## config.mk

```make
export PLATFORM = sky130hd
export DESIGN_NAME = pwm_commit_scheduler
export DESIGN_NICKNAME = d
export VERILOG_FILES = /design/src/rtl/pwm_commit_scheduler.sv
export SDC_FILE = /design/constraint.sdc
export NUM_CORES = 1
export LEC_CHECK = 0
export CAP_MARGIN = 5
export CORE_UTILIZATION = 35
export DETAILED_ROUTE_END_ITERATION = 10
export MAX_ROUTING_LAYER = met4
export PLACE_DENSITY_LB_ADDON = 0.3
export SKIP_LAST_GASP = 1
export SYNTH_ARGS = -nofsm -noshare
export SYNTH_HDL_FRONTEND = slang
export SYNTH_SLANG_ARGS = --single-unit
```

## constraint.sdc

```tcl
create_clock -name clk -period 2.86 [get_ports clk]
set_input_delay 0.429 -clock clk [delete_from_list [all_inputs] [get_ports clk]]
set_output_delay 0.429 -clock clk [all_outputs]
set_load 0.05 [all_outputs]
```

## src/rtl/pwm_commit_scheduler.sv

```systemverilog
// Shadows register-file writes and commits them to the PWM configuration outputs at
// period boundaries. Define PWM_RAMP_EN to ramp duties toward their targets by a step per period.
module pwm_commit_scheduler #(
  parameter int WIDTH = 32
) (
  input  logic             clk,
  input  logic             rst,
  input  logic             wr_valid,
  output logic             wr_ready,
  input  logic [2:0]       wr_addr,
  input  logic [WIDTH-1:0] wr_data,
  input  logic             period_end,
  output logic [WIDTH-1:0] counter_value,
  output logic [WIDTH-1:0] prescaler,
  output logic [WIDTH-1:0] duty_cycle_1,
  output logic [WIDTH-1:0] duty_cycle_2,
  output logic [WIDTH-1:0] duty_cycle_3,
  output logic             enable_pwm,
  output logic             busy
);

`ifdef PWM_RAMP_EN
  typedef enum logic [1:0] {IDLE, ARMED, COMMIT, RAMP} state_t;
`else
  typedef enum logic [1:0] {IDLE, ARMED, COMMIT} state_t;
`endif

  state_t           state;
  logic [WIDTH-1:0] sh_period;
  logic [WIDTH-1:0] sh_prescaler;
  logic [WIDTH-1:0] sh_target_1;
  logic [WIDTH-1:0] sh_target_2;
  logic [WIDTH-1:0] sh_target_3;
  logic             sh_enable;
`ifdef PWM_RAMP_EN
  logic [WIDTH-1:0] sh_step;
  logic             settled;
`endif
  logic             wr_fire;
  logic             wr_arms;
  logic [WIDTH-1:0] eff_1, eff_2, eff_3;
  logic [WIDTH-1:0] nxt_1, nxt_2, nxt_3;

  function automatic logic [WIDTH-1:0] clamp_target(input logic [WIDTH-1:0] target,
                                                    input logic [WIDTH-1:0] period);
    return (target > period) ? period : target;
  endfunction

`ifdef PWM_RAMP_EN
  // Difference is formed first so the move can never wrap or overshoot the target.
  function automatic logic [WIDTH-1:0] ramp_step(input logic [WIDTH-1:0] active,
                                                 input logic [WIDTH-1:0] target,
                                                 input logic [WIDTH-1:0] step);
    logic [WIDTH-1:0] diff;
    diff = (target >= active) ? (target - active) : (active - target);
    if ((step == '0) || (diff <= step)) return target;
    else if (target > active) return active + step;
    else return active - step;
  endfunction
`endif

  assign wr_fire = wr_valid && wr_ready;
`ifdef PWM_RAMP_EN
  assign wr_arms = wr_fire && (wr_addr != 3'd7);
`else
  assign wr_arms = wr_fire && (wr_addr != 3'd7) && (wr_addr != 3'd5);
`endif

  always_comb begin
    eff_1 = clamp_target(sh_target_1, sh_period);
    eff_2 = clamp_target(sh_target_2, sh_period);
    eff_3 = clamp_target(sh_target_3, sh_period);
`ifdef PWM_RAMP_EN
    nxt_1 = ramp_step(duty_cycle_1, eff_1, sh_step);
    nxt_2 = ramp_step(duty_cycle_2, eff_2, sh_step);
    nxt_3 = ramp_step(duty_cycle_3, eff_3, sh_step);
`else
    nxt_1 = eff_1;
    nxt_2 = eff_2;
    nxt_3 = eff_3;
`endif
  end

`ifdef PWM_RAMP_EN
  assign settled = (nxt_1 == eff_1) && (nxt_2 == eff_2) && (nxt_3 == eff_3);
`endif

  always_ff @(posedge clk) begin
    if (rst) begin
      state         <= IDLE;
      busy          <= 1'b0;
      wr_ready      <= 1'b1;
      sh_period     <= '0;
      sh_prescaler  <= '0;
      sh_target_1   <= '0;
      sh_target_2   <= '0;
      sh_target_3   <= '0;
      sh_enable     <= 1'b0;
`ifdef PWM_RAMP_EN
      sh_step       <= WIDTH'(1);
`endif
      counter_value <= WIDTH'(255);
      prescaler     <= '0;
      duty_cycle_1  <= '0;
      duty_cycle_2  <= '0;
      duty_cycle_3  <= '0;
      enable_pwm    <= 1'b0;
    end else begin
      if (wr_fire) begin
        case (wr_addr)
          3'd0: sh_period    <= wr_data;
          3'd1: sh_prescaler <= wr_data;
          3'd2: sh_target_1  <= wr_data;
          3'd3: sh_target_2  <= wr_data;
          3'd4: sh_target_3  <= wr_data;
`ifdef PWM_RAMP_EN
          3'd5: sh_step      <= wr_data;
`endif
          3'd6: sh_enable    <= wr_data[0];
          default: ;
        endcase
      end

      case (state)
        IDLE: begin
          if (wr_arms) begin
            state <= ARMED;
            busy  <= 1'b1;
          end
        end
        // A disabled generator never wraps, so commit without waiting for a boundary.
        ARMED: begin
          if (period_end || !enable_pwm) begin
            state    <= COMMIT;
            wr_ready <= 1'b0;
          end
        end
        COMMIT: begin
          counter_value <= sh_period;
          prescaler     <= sh_prescaler;
          enable_pwm    <= sh_enable;
          duty_cycle_1  <= nxt_1;
          duty_cycle_2  <= nxt_2;
          duty_cycle_3  <= nxt_3;
          wr_ready      <= 1'b1;
`ifdef PWM_RAMP_EN
          if (settled) begin
            state <= IDLE;
            busy  <= 1'b0;
          end else begin
            state <= RAMP;
          end
`else
          state <= IDLE;
          busy  <= 1'b0;
`endif
        end
`ifdef PWM_RAMP_EN
        RAMP: begin
          if (period_end) begin
            state    <= COMMIT;
            wr_ready <= 1'b0;
          end else if (wr_arms) begin
            state <= ARMED;
          end
        end
`endif
        default: begin
          state    <= IDLE;
          busy     <= 1'b0;
          wr_ready <= 1'b1;
        end
      endcase
    end
  end

endmodule

```

# [After elaboration in Yosys (flattened, before gate mapping)]
# Cells that the tools add are included.
[totals] regBits=326 inputBits=39 output_inout_bits=163 wordCells=57
[op_classes] n_lt_le_gt_ge=3 eq_ne=11 mux=10 n_bitwise=2 n_reduce_logical=16
[ops] op="32-bit > comparator" count=3
[ops] op="32-bit 2-to-1 mux" count=3
[ops] op="2-bit AND reduction" count=9
[ops] op="3-bit by 2-bit equality test with 1-bit output (second input constant)" count=2
[ops] op="3-bit equality test (second input constant)" count=2
[ops] op="3-bit inequality test (second input constant)" count=2
[ops] op="2-bit 2-to-1 mux" count=2
[ops] op="2-bit inequality test (second input constant)" count=2
[ops] op="1-bit one-hot mux with 2 select lines" count=2
[ops] op="2-bit one-hot mux with 2 select lines" count=1
[ops] op="3-bit by 1-bit equality test with 1-bit output (second input constant)" count=1
[ops] op="1-bit logical AND" count=3
[ops] op="3-bit zero test" count=1
[ops] op="2-bit by 1-bit equality test with 1-bit output (second input constant)" count=1
[ops] op="2-bit equality test (second input constant)" count=1
[ops] op="2-bit zero test" count=1
[ops] op="1-bit 2-to-1 mux" count=2
[ops] op="1-bit NOT" count=2
[ops] op="1-bit zero test" count=1
[ops] op="1-bit logical OR" count=1

# [Longest topological paths before layout]
[depth] depth_word=5 mapped_depth=10 depth_no_buf=8

# [Worst setup path after synthesis]
# OpenSTA, ideal clock, no wires.
[synth_path] kind="register to register" from="register sh_period[9]" to="register duty_cycle_3[10]" setup_time_ns=0.112 arrival_time_ns=2.327 required_ns=2.748 path_slack_ns=0.421 path_stages_with_launch=11 path_buffers=2 period_less_slack_ns=2.439 cell_sequence="dfxtp_1 > inv_1 > ha_1 > a21o_1 > nand3_1 > a21oi_1 > or4b_1 > buf_2 > a21o_4 > buf_6 > a2111oi_1"
[synth_via] elab_chain_cells=2
[synth_rtl] element="from (decl)" line="29" source="logic [WIDTH-1:0] sh_period;"
[synth_rtl] element="from (signal assigned)" line="111" source="3'd0: sh_period <= wr_data;"
[synth_rtl] element="32-bit > comparator" line="46" source="return (target > period) ? period : target;"
[synth_rtl] element="32-bit 2-to-1 mux" line="46"
[synth_rtl] element="to (signal assigned)" line="144" source="duty_cycle_3 <= nxt_3;"
[synth_rtl] element="to (decl)" line="17" source="output logic [WIDTH-1:0] duty_cycle_3,"
# Every way passes these cells.
# A chain may end at the register's enable or synchronous reset.

# [Worst setup path in the final report]
[layout_path] from="register sh_period[11]" to="register duty_cycle_3[28]"
# Same word-level chain as after synthesis.

==> out/summary.txt <==
status: completed
Syn Area/Cell: 8.211 µm²
sequential share of the synthesized area: 44.95%
Least-Margin Pin Slew: 0.8639 ns
Synth Flop Type: dfxtp_1
Layout Skew: 0.01233 ns
Yosys top cell area share: 44.95%
CTS Root Cell: clkbuf_16
CP Capture Type: flip-flop
Layout Nets: 2,115
CP Class: reg -> reg
met1 WL: 24,630 µm
CTS tree: built
Crit path largest cell delay: 0.54 ns
Final Max Slew Viols: 0
Met2 Wirelength: 24,460 µm
final critical-path share of the clock period: 98.07%
Port-buffer cells: 201
vias: 14,220
count leader, synth: nand2_1
gr usage total: 25.71%
FF+latch count, synth: 326
die area: 0.04230 mm²
fin crit period: 2.805 ns
unrepaired setup endpoints after global routing: true
r2r startpoint: sh_period[11]
Area growth syn-to-layout: 32.96%
TritonCTS Buffers: 38
design area: 0.01930 mm²
Synth Cell Area: 0.01452 mm²
Netlist cell types: 50
Post-synth EDFFs: 0
first-pass GRT wire length: 81,380 µm
Die Span Y: 205.7 µm
routability cong.: 0.9265
synthesis warning total: 0
H-tree depth: 2
Max FO, Critical Path: 16
R2R depth: 10
max cap viols: 0
1st-iter DRT viols: 1,162
fmax: 356.5 MHz
multi-input logic area: 0.007610 mm²
largest area contributor in the synthesized netlist: dfxtp_1
layout cell share with drive strength beyond 1: 11.50%
DR WL/cell: 21.34 µm
terminus of the critical flop-to-flop path: duty_cycle_3[28]
Worst slew margin: 42.40%
peak supply drop: 0.3896 mV
Worst Setup Start Kind: flip-flop
Synth top cells by count: nand2_1 (456), dfxtp_1 (326), a21oi_1 (250)
CP Capture Point: duty_cycle_3[28]
sequence of cells on the critical path: inv_1 > ha_1 > nand4_1 > nor4_4 > buf_4 > and3_1 > a21oi_4 > buf_12 > a2111oi_1 > a2111oi_1
Crit-path slowest cell: a2111oi_1
worst skew pair latency: 0.54 ns
vias per cell: 5.598
drt total wl: 54,200 µm
CTS Hold Bufs: 0
initial antenna violation count: 0
HPWL Detailed: 36,740 µm
io pins: 202
PD cells: 631.1 mW/mm²
Post-Synthesis Cells: 1,768
r2r setup slk: 0.06 ns
placed cell area: 0.01770 mm²
clk sink count: 326
drc violations: 0
die span in x: 205.7 µm
Req. time, crit path: 3.24 ns
Seq. cell area: 0.006526 mm²
# rows: 74
met3 wire len: 3295 µm
CP most frequent cell: a2111oi_1
leakage dissipation: 6.726 nW
number of global-route vias before repair: 13,700
GRT overflow: 0
maximum number of pins on one net before global-route repair: 95
Antenna Nets Post-Route: 0
Reg clk slew, reported paths: 0.06 ns
# diodes: 0
hold crit path type: in -> reg
Initial DRT Pass Iterations: 5
Top Metal Used: met4
Mapped Nets: 1,903
Core Region: 0.04083 mm²
Starting Density: 35.55%
clk buf depth: 3
Synth async-reset ratio: 0%
total power: 0.01218 W
dominant cells by area after synthesis: dfxtp_1 (45%), nand2_1 (12%), a21oi_1 (8.6%), ha_1 (8.3%), a2111oi_0 (6.0%)
Arr. time, crit path: 3.19 ns
Final Hold Viols: 0
Final setup viols: 0
# fillers: 3,956
CP startpoint: sh_period[11]
==> state kept, by name (all words and copies together), names as in the netlist <==
register and count:
sh_period 32, sh_target_1 32, busy 1, wr_ready 1, sh_enable 1, sh_prescaler 32, duty_cycle_1 32, enable_pwm 1
prescaler 32, duty_cycle_3 32, sh_target_3 32, sh_target_2 32, counter_value 32, state 2, duty_cycle_2 32
==> cells by family after synthesis <==
family,count (synthesis),synth area share [%]
AO/OA/AOI/OAI,462,21.64
buffers and inverters,180,5.094
flip-flops,326,44.95
adder cells (fa/ha/maj),96,8.274
AND/OR/NAND/NOR,704,20.04
==> timing repair <==
item | in CTS | in global routing
endpoints found under the setup margin | 36 | 78
cloned | 0 | 1
pin swaps | 2 | 7
resized for setup | 12 | 73
buffers inserted | 1 | 2
==> cells in the final DEF, fill, tap and decap left out, types with 3 or more instances in the layout <==
master	instances
buf_4	94
clkbuf_1	6
a2111oi_4	3
a211oi_1	10
nand2_1	456
ha_1	96
clkdlybuf4s50_1	200
a2111oi_1	81
clkbuf_16	39
dfxtp_1	326
nand3_1	11
o21ai_0	8
a21o_1	4
clkinv_2	9
nor2b_4	3
buf_6	3
nor2_1	150
a2111oi_0	58
buf_12	18
a21oi_1	249
nor2b_1	3
inv_1	35
nor4_2	4
nand2b_1	3
o21bai_1	8
nor4_1	32
a2111oi_2	19
nand4_1	21
clkbuf_8	9
==> stage by stage <==
stage	TNS, ns	setup slack (ns)	std cells	hold WS [ns]	utilization (%)
floorplan	0	0.4206	1768	0.4322	-
global placement	-3.597	-0.3830	2468	0.4369	43.36
detailed placement	-3.337	-0.3722	2468	0.4486	43.36
CTS	0	0.001291	2537	0.3872	46.56
global route	-1.005	-0.09132	2540	0.4097	47.27
finish	0	0.05512	2540	0.3761	47.27
==> worst min path at each step <==
| stage | startpoint | end | slack, ns | cells past startpoint |
|---|---|---|---|---|
| floorplan | sh_enable | enable_pwm | 0.43 | 2 |
| global route | rst | sh_target_3[8] | 0.41 | 2 |
| CTS | rst | sh_period[4] | 0.39 | 2 |
| finish | rst | sh_target_1[8] | 0.38 | 2 |
| global placement | sh_prescaler[31] | prescaler[31] | 0.44 | 2 |
| detailed placement | sh_prescaler[31] | prescaler[31] | 0.45 | 2 |
==> metal layers <==
| layer | vias up | GRT usage, % |
|---|---|---|
| met2 | 509 | 39.06 |
| met5 | - | - |
| met1 | 6880 | 34.48 |
| met4 | 0 | 9.841 |
| met3 | 100 | 3.484 |
| li1 | 6729 | - |
==> where the power goes <==
part	switching, W	total, W	internal, W	leakage, nW
clock	0.00197	0.00489	0.00291	0.625
sequential	0.000101	0.00477	0.00467	2.64
combinational	0.00169	0.00253	0.000840	3.46
total	0.00376	0.0122	0.00842	6.73
==> worst max-delay path, delay by kind of cell (launching register included) <==
kind	cells	cell delay, ns
AO/OA/AOI/OAI	3	0.74
adder cells (fa/ha/maj)	1	0.33
buffers and inverters	3	0.47
flip-flops	1	0.33
AND/OR/NAND/NOR	3	0.78
==> final cells by class <==
cell class                      instances  area share [%]
Tap cell                              532           3.448
Clock buffer                           54           5.814
Timing Repair Buffer                  316           16.15
Clock inverter                         14          0.6741
Multi-Input combinational cell       1263           39.42
Sequential cell                       326           33.81
Inverter                               35          0.6806
Note: power is estimated with default switching activity, not from simulation.
